## src/rtl/servo_pwm_capture.sv

```systemverilog
// Servo PWM pulse-width decoder: measures the high time of pwm_in and maps 1..2 ms onto an
// 8-bit angle using a bit-serial restoring divider, with glitch, stuck-high and loss detection.
module servo_pwm_capture #(
  parameter int unsigned freq = 50_000_000
) (
  input  logic       clk,
  input  logic       rst_n,
  input  logic       pwm_in,
  output logic [7:0] angle,
  output logic       angle_valid,
  output logic       clamped,
  output logic       signal_lost
);

  localparam logic [31:0] C1  = 32'(freq / 1_000);
  localparam logic [31:0] C05 = C1 / 2;
  localparam logic [31:0] C2  = 2 * C1;
  localparam logic [31:0] C3  = 3 * C1;
  localparam logic [31:0] C25 = 25 * C1;
  localparam logic [3:0]  LAST_STEP = 4'd9;

  typedef enum logic [1:0] {ST_IDLE, ST_HIGH, ST_CALC} state_t;

  state_t      r_state, w_next;
  logic        r_s1, r_s2, r_s3;
  logic [1:0]  r_fill;
  logic        r_armed;
  logic [31:0] r_width, r_wclamp, r_loss_cnt;
  logic        r_clamp_next;
  logic [3:0]  r_step;
  logic [39:0] r_rem, r_div;
  logic [7:0]  r_quo;

  logic        w_rise, w_fall, w_glitch, w_stuck, w_clip;
  logic [31:0] w_wc;
  logic [39:0] w_d, w_n, w_trial;

  // A high line seen straight out of reset is not a genuine edge: arm only after a real low sample.
  assign w_rise   = r_armed & r_s2 & ~r_s3;
  assign w_fall   = ~r_s2 & r_s3;
  assign w_glitch = r_width < C05;
  assign w_stuck  = r_width >= C3;
  assign w_clip   = (r_width < C1) || (r_width > C2);
  assign w_wc     = (r_width < C1) ? C1 : ((r_width > C2) ? C2 : r_width);
  assign w_d      = {8'd0, r_wclamp - C1};
  assign w_n      = (w_d << 8) - w_d;
  assign w_trial  = r_rem - r_div;

  // NOTE: state registers use non-blocking assignments so every flop samples pre-edge values.
  always_ff @(posedge clk or negedge rst_n) begin
    if (!rst_n) r_state <= ST_IDLE;
    else        r_state <= w_next;
  end

  // NOTE: default assigned first so no path through the case leaves w_next unassigned (no latch).
  always_comb begin
    w_next = r_state;
    unique case (r_state)
      ST_IDLE: if (w_rise) w_next = ST_HIGH;
      ST_HIGH: begin
        if (w_fall)       w_next = w_glitch ? ST_IDLE : ST_CALC;
        else if (w_stuck) w_next = ST_IDLE;
      end
      ST_CALC: if (r_step == LAST_STEP) w_next = ST_IDLE;
      default: w_next = ST_IDLE;
    endcase
  end

  always_ff @(posedge clk or negedge rst_n) begin
    if (!rst_n) begin
      r_s1 <= 1'b0; r_s2 <= 1'b0; r_s3 <= 1'b0;
      r_fill <= 2'b00; r_armed <= 1'b0;
      r_width <= '0; r_wclamp <= '0; r_loss_cnt <= '0;
      r_clamp_next <= 1'b0; r_step <= '0;
      r_rem <= '0; r_div <= '0; r_quo <= '0;
      angle <= '0; angle_valid <= 1'b0; clamped <= 1'b0; signal_lost <= 1'b1;
    end else begin
      r_s1    <= pwm_in;
      r_s2    <= r_s1;
      r_s3    <= r_s2;
      r_fill  <= {r_fill[0], 1'b1};
      r_armed <= r_armed | (r_fill[1] & ~r_s2);
      angle_valid <= 1'b0;

      unique case (r_state)
        ST_IDLE: if (w_rise) r_width <= 32'd1;
        ST_HIGH: begin
          if (w_fall) begin
            if (!w_glitch) begin
              r_wclamp     <= w_wc;
              r_clamp_next <= w_clip;
              r_step       <= '0;
            end
          end else if (w_stuck) begin
            signal_lost <= 1'b1;
          end else begin
            r_width <= r_width + 32'd1;
          end
        end
        ST_CALC: begin
          r_step <= r_step + 4'd1;
          if (r_step == 4'd0) begin
            // Divisor pre-shifted so eight compare/subtract steps yield quotient bits 7..0.
            r_rem <= w_n;
            r_div <= {8'd0, C1} << 7;
            r_quo <= '0;
          end else if (r_step <= 4'd8) begin
            if (r_rem >= r_div) begin
              r_rem <= w_trial;
              r_quo <= {r_quo[6:0], 1'b1};
            end else begin
              r_quo <= {r_quo[6:0], 1'b0};
            end
            r_div <= r_div >> 1;
          end else begin
            angle       <= r_quo;
            clamped     <= r_clamp_next;
            angle_valid <= 1'b1;
            signal_lost <= 1'b0;
          end
        end
        default: ;
      endcase

      if (w_rise) begin
        r_loss_cnt <= '0;
      end else if (r_loss_cnt < C25) begin
        r_loss_cnt <= r_loss_cnt + 32'd1;
        if (r_loss_cnt == C25 - 32'd1) signal_lost <= 1'b1;
      end
    end
  end

endmodule

```

## config.mk

```make
export PLATFORM = sky130hd
export DESIGN_NAME = servo_pwm_capture
export DESIGN_NICKNAME = d
export VERILOG_FILES = /design/src/rtl/servo_pwm_capture.sv
export SDC_FILE = /design/constraint.sdc
export NUM_CORES = 1
export LEC_CHECK = 0
export CORE_MARGIN = 2
export CORE_UTILIZATION = 35
export DETAILED_ROUTE_END_ITERATION = 16
export GPL_TIMING_DRIVEN = 0
export MAX_ROUTING_LAYER = met4
export PLACE_DENSITY = 0.55
export SLEW_MARGIN = 20
export SYNTH_ARGS = -nofsm -noshare
export SYNTH_HDL_FRONTEND = slang
export SYNTH_SLANG_ARGS = --single-unit
export TNS_END_PERCENT = 20
```

## constraint.sdc

```tcl
create_clock -name clk -period 12.3 [get_ports clk]
set_input_delay 1.845 -clock clk [delete_from_list [all_inputs] [get_ports clk]]
set_output_delay 1.845 -clock clk [all_outputs]
set_load 0.01 [all_outputs]
```

# --- Word-level counts from Yosys, hierarchy flattened ---
# Cells that the tools add are included.
# W data, S select, Z words.
totals:
  output_inout_bits: 11
  elab_cells: 103
  register_bits: 208
op_classes:
  add_sub_neg: 6
  n_lt_le_gt_ge: 7
  n_bitwise: 10
  n_eq_ne: 11
  n_mux: 36
  n_reduce_logical: 15
op_table:
  columns: ["cell", "count"]
  rows:
  - ["$mux W32", 7]
  - ["$mux W40", 5]
  - ["$add A32 B1 Y32 const B", 2]
  - ["$pmux W32 S2", 1]
  - ["$ge A40 B40 Y1", 1]
  - ["$sub A40 B32 Y40", 1]
  - ["$sub A40 B40 Y40", 1]
  - ["$eq A32 B21 Y1 const B", 1]
  - ["$ge A32 B18 Y1 const B", 1]
  - ["$gt A32 B17 Y1 const B", 1]
  - ["$lt A32 B15 Y1 const B", 1]
  - ["$lt A32 B16 Y1 const B", 1]
  - ["$lt A32 B21 Y1 const B", 1]
  - ["$sub A32 B16 Y32 const B", 1]
  - ["$mux W8", 2]
  - ["$reduce_and A3 Y1", 5]
  - ["$ne A2 B2 Y1 const B", 6]
  - ["$mux W1", 11]
  - ["$mux W2", 5]
  - ["$reduce_bool A2 Y1", 5]
  - ["$mux W4", 2]
  - ["$pmux W4 S2", 1]
  - ["$pmux W2 S3", 1]
  - ["$not A1 Y1", 5]
  - ["14 further kinds", 17]

# --- Longest topological paths before layout ---
logic_depth:
  word_depth: 7
  depth_mapped: 21
  ltp_nobuf: 19

# --- Worst setup path before layout ---
# Ideal clock, no wire load.
synth_timing:
  path_type: "reg-to-reg"
  startpoint: "reg r_wclamp[4]"
  endpoint: "reg r_rem[39]"
  path_slack_ns: 7.955
  path_stages_with_launch: 18
  t_arrival_ns: 4.219
  setup_time_ns: 0.126
  required_time_ns: 12.174
  path_cell_list: "dfrtp_1 > clkbuf_1 > inv_1 > ha_1 > nor2b_1 > o211ai_1 > a21boi_2 > nor3_1 > xnor2_1 > ha_1 > clkbuf_1 > a21oi_1 > o21ai_0 > and3_4 > a2111o_1 > a211oi_2 > xnor2_1 > a221o_1"
synth_between:
  elab_chain_len: 3
synth_rtl:
  columns: ["element", "line", "rtl"]
  rows:
  - ["start: declaration", "28", "logic [31:0] r_width, r_wclamp, r_loss_cnt;"]
  - ["start signal: assignment", "90", "r_wclamp <= w_wc;"]
  - ["$sub A32 B16 Y32", "45", "assign w_d = {8'd0, r_wclamp - C1};"]
  - ["$sub A40 B32 Y40", "46", "assign w_n = (w_d << 8) - w_d;"]
  - ["$mux W40", "102", "if (r_step == 4'd0) begin"]
  - ["end signal: assignment", "104", "r_rem <= w_n;"]
  - ["end signal: assignment", "109", "r_rem <= w_trial;"]
  - ["end: declaration", "31", "logic [39:0] r_rem, r_div;"]
# No other way between the ends.
# A chain may end at the register's enable or synchronous reset.

# --- Worst setup path after layout ---
layout_timing:
  startpoint: "reg r_wclamp[4]"
  endpoint: "reg r_rem[34]"
# Same word-level chain as after synthesis.

==> reports/summary.json <==
{
  "place": {
    "dp_hpwl_um": 24320,
    "post-place-cells": 1888,
    "gp_routability_congestion": 0.9191,
    "number_of_buffers_inserted_by_port_buffering": 13,
    "place_worst_setup_slack_ns": 6.930
  },
  "yosys": {
    "ys_dominant_reg_cell": "sky130_fd_sc_hd__dfrtp_1",
    "synth_edf_count": 0,
    "ys.warnings.count": 0,
    "yosys.area_share.xor_xnor_pct": 7.105,
    "synth_nets": 1480,
    "yosysSeqAreaShare_pct": 39.06,
    "post_synth_and_or_nand_nor_area_fraction_pct": 21.74,
    "postSynthCellCount": 1418,
    "ys_seq_elements": 191,
    "distinct_cells_synth": 81,
    "synth.area.mux_share_pct": 1.503,
    "synth_top_family_by_area": "simple AND/OR/NAND/NOR gates",
    "synth.cell_area_um2": 12240,
    "postSynthAreaPerCell_um2": 8.631,
    "synth-adder-area-share_pct": 6.093,
    "ys_async_sr_fraction_pct": 100.0,
    "synth_compound_area_share_pct": 20.15
  },
  "floorplanning": {
    "placeable_core_region_um2": 34460,
    "fp.dieH_um": 191,
    "floorplan.io_pins": 14,
    "fp.dieArea_um2": 36480,
    "row_cnt": 68,
    "start_util_pct": 35.52,
    "floorplan.die.width_um": 191
  },
  "timing": {
    "hold_violations": 0,
    "finalWorstPathRequiredPeriod_ns": 5.482,
    "finalWorstSetupSlack_ns": 6.818,
    "final-max-slew-violation-count": 0,
    "rsz_0062_raised_after_global_routing": "no",
    "tightest_slew_ns": 0.9329,
    "skew_ns": 0.01943,
    "max_freq_mhz": 182.4,
    "finalSetupViolCount": 0,
    "fin_setup_tns_ns": 0,
    "slew_headroom_pct": 37.65,
    "min_period_over_period_pct": 44.57
  },
  "worst_setup_path": {
    "critical_setup_path_class": "reg2reg",
    "crit_path_max_fanout": 10,
    "worst_ep_required_time_ns": 12.61,
    "critPathCaptureType": "flop",
    "path_buf_inv": 4,
    "rrSetupSlack_ns": 6.82,
    "critical_path.startpoint_type": "flop",
    "cp_peak_stage_delay_ns": 0.51,
    "timing.critical_path.arrival_ns": 5.79,
    "crit_slowest_cell": "sky130_fd_sc_hd__a21boi_2",
    "crit_chain": "clkbuf_1, inv_1, ha_1, nor2b_1, o211ai_1, a21boi_2, or3_1, xnor2_1, inv_1, ha_1, clkbuf_1, nand4_1, nor3_1, o2111ai_1, a21oi_1, or3_1, nand3_1, nand4_1, xnor2_1, o221ai_1",
    "worstRegToRegCells": 20,
    "regToRegEndpoint": "r_rem[34]$_DFFE_PN0P_",
    "critical_path.reg2reg.startpoint": "r_wclamp[4]$_DFFE_PN0P_",
    "timing.critical_path.max_delay_family": "simple AND/OR/NAND/NOR gates"
  },
  "power": {
    "total_power_w": 0.001320,
    "worst_ir_drop_vdd_mv": 0.09267,
    "power_density_nw_per_um2": 96.67,
    "leakage_component_of_the_power_nw": 6.322
  },
  "route": {
    "postRouteAntennaNets": 0,
    "detailroute.via_count": 10462,
    "detail_route.wl_per_cell_um": 16.89,
    "finalWirelength_um": 32420,
    "wl_met2_um": 14950,
    "highest-signal-layer": "met4",
    "detail_route.first_pass.iterations": 8,
    "drtIter0Drc": 905,
    "dr_wl_met3_um": 1348,
    "remaining_drc_errors": 0,
    "vias_per_cell": 5.449,
    "wl_met1_um": 15510
  },
  "min_path": {
    "hp-start": "r_fill[0]$_DFF_PN0_",
    "hold_end": "r_fill[1]$_DFF_PN0_",
    "whs_path_depth": 0,
    "classification_of_the_worst_slack_hold_path": "reg2reg"
  },
  "layout": {
    "multi_input_area_um2": 6964,
    "mostFrequentLayoutCell": "sky130_fd_sc_hd__dfrtp_1",
    "layout_cell_share_with_drive_strength_beyond_1_pct": 5.256,
    "most_frequent_cells_in_the_layout": "190 x sky130_fd_sc_hd__dfrtp_1, 142 x sky130_fd_sc_hd__nand2_1, 116 x sky130_fd_sc_hd__nor2_1, 103 x sky130_fd_sc_hd__a21oi_1, 96 x sky130_fd_sc_hd__o21ai_0",
    "antennaDiodeCount": 0,
    "syn2layout_area_growth_pct": 11.55,
    "final_cell_count_no_fill": 1920,
    "seqCellArea_um2": 4781,
    "fill_cells": 3493,
    "layout.nets": 1514
  },
  "global_route": {
    "first_global_vias": 9943,
    "grt_antenna_before_repair": 0,
    "grt.overflow.total": 0,
    "groute.usage.overall_pct": 18.95,
    "grt_pass1_wl_um": 53380,
    "grt_start_max_net_pins": 75
  },
  "clocking": {
    "worstSkewPairLatency_ns": 0.46,
    "clock_tree_from_tritoncts": "yes",
    "cts_htree_levels": 4,
    "cts-buffers-inserted": 17,
    "cts-root-to-sink-buffers": 2,
    "holdBufCountCts": 0,
    "post_cts.resized_instances": 0,
    "post_cts_buffers": 0,
    "clk_pin_slew_ns": 0.08,
    "clock-root-buffer": "sky130_fd_sc_hd__clkbuf_16",
    "cts_num_sinks": 191
  },
  "job": {
    "max_cap_violations": 0
  },
  "run_status": {
    "result_of_the_run": "completed"
  }
}
how the worst max path moves through the flow:
| stage | cells after the start | start | to |
|---|---|---|---|
| 2_1_floorplan | 17 | r_wclamp[4]$_DFFE_PN0P_ | r_rem[39]$_DFFE_PN0P_ |
| 3_3_place_gp | 1 | rst_n | r_width[31]$_DFFE_PN0P_ |
| 3_5_place_dp | 21 | r_wclamp[4]$_DFFE_PN0P_ | r_rem[34]$_DFFE_PN0P_ |
| 4_1_cts | 21 | r_wclamp[4]$_DFFE_PN0P_ | r_rem[34]$_DFFE_PN0P_ |
| 5_1_grt | 20 | r_wclamp[4]$_DFFE_PN0P_ | r_rem[38]$_DFFE_PN0P_ |
| 6_report | 20 | r_wclamp[4]$_DFFE_PN0P_ | r_rem[34]$_DFFE_PN0P_ |
power breakdown:
group | leakage (nW) | total (W) | internal (W) | switching, W
sequential | 2.64 | 0.000656 | 0.000641 | 0.0000156
clock | 0.295 | 0.000570 | 0.000278 | 0.000292
combinational | 3.39 | 0.0000935 | 0.0000301 | 0.0000634
cells in the mapped netlist, types with 7 or more instances:
cell type / number / share of area, %
sky130_fd_sc_hd__a211oi_1: 12 / 0.74
sky130_fd_sc_hd__a21o_1: 24 / 1.5
sky130_fd_sc_hd__a21oi_1: 103 / 4.2
sky130_fd_sc_hd__a22o_1: 10 / 0.72
sky130_fd_sc_hd__a31oi_1: 13 / 0.66
sky130_fd_sc_hd__and2_1: 48 / 2.5
sky130_fd_sc_hd__and3_1: 15 / 0.77
sky130_fd_sc_hd__clkbuf_1: 49 / 1.5
sky130_fd_sc_hd__dfrtp_1: 190 / 39
sky130_fd_sc_hd__ha_1: 58 / 5.9
sky130_fd_sc_hd__inv_1: 81 / 2.5
sky130_fd_sc_hd__mux2_2: 11 / 1.0
sky130_fd_sc_hd__nand2_1: 142 / 4.4
sky130_fd_sc_hd__nand2b_1: 13 / 0.66
sky130_fd_sc_hd__nand3_1: 63 / 2.6
sky130_fd_sc_hd__nand4_1: 18 / 0.92
sky130_fd_sc_hd__nor2_1: 116 / 3.6
sky130_fd_sc_hd__nor2b_1: 15 / 0.77
sky130_fd_sc_hd__nor3_1: 33 / 1.3
sky130_fd_sc_hd__nor4_1: 21 / 1.1
sky130_fd_sc_hd__o211ai_1: 9 / 0.55
sky130_fd_sc_hd__o21a_1: 19 / 1.2
sky130_fd_sc_hd__o21ai_0: 96 / 3.9
sky130_fd_sc_hd__o21bai_1: 7 / 0.43
sky130_fd_sc_hd__o221ai_1: 10 / 0.72
sky130_fd_sc_hd__o31ai_1: 14 / 0.86
sky130_fd_sc_hd__or3_1: 16 / 0.82
sky130_fd_sc_hd__xnor2_1: 58 / 4.2
sky130_fd_sc_hd__xor2_1: 35 / 2.5
per-stage QoR:
stage / util, % / instance area [um2] / hold slack [ns]
floorplan: - / 12240 / 0.3312
CTS: 39.62 / 13650 / 0.3641
global placement: 37.55 / 12940 / 0.3325
global route: 39.62 / 13650 / 0.3766
detailed placement: 37.82 / 13030 / 0.3434
finish: 39.62 / 13650 / 0.3566
cells by family (layout without fill, tap and decap cells):
family,Yosys count,count (layout)
and+or+nand+nor,534,534
adders and majority gates,59,59
AOI/OAI and AO/OA,382,382
other,1,1
buffers and inverters,138,185
DFF,191,191
muxes,17,17
xor gates and xnor gates,96,96
layout make-up:
| cell class | instances | share of cell area, % |
|---|---|---|
| multi-input cells | 1089 | 51.01 |
| plain buffers | 55 | 1.567 |
| clock buffers | 17 | 3.116 |
| clock inverters | 15 | 1.430 |
| inverters | 83 | 2.300 |
| repair buffers | 15 | 1.393 |
| flip-flops and latches | 191 | 35.02 |
| well taps | 455 | 4.170 |
per-layer routing:
metal  up-vias  global-route usage [%]
li1       5138                       -
met1      5054                   25.11
met2       232                   29.86
met3        38                   3.176
met4         0                   5.307
met5         -                       -
flip-flops by register name, summed over array words and instances (netlist names):
name,flops
angle_valid,1
r_s1,1
r_clamp_next,1
signal_lost,1
r_loss_cnt,32
r_fill,2
r_step,4
r_quo,8
r_width,32
r_wclamp,32
r_s2,1
r_div,23
angle,8
r_s3,1
r_armed,1
r_state,2
clamped,1
r_rem,40
No activity file was read; power rests on OpenSTA's default activity.
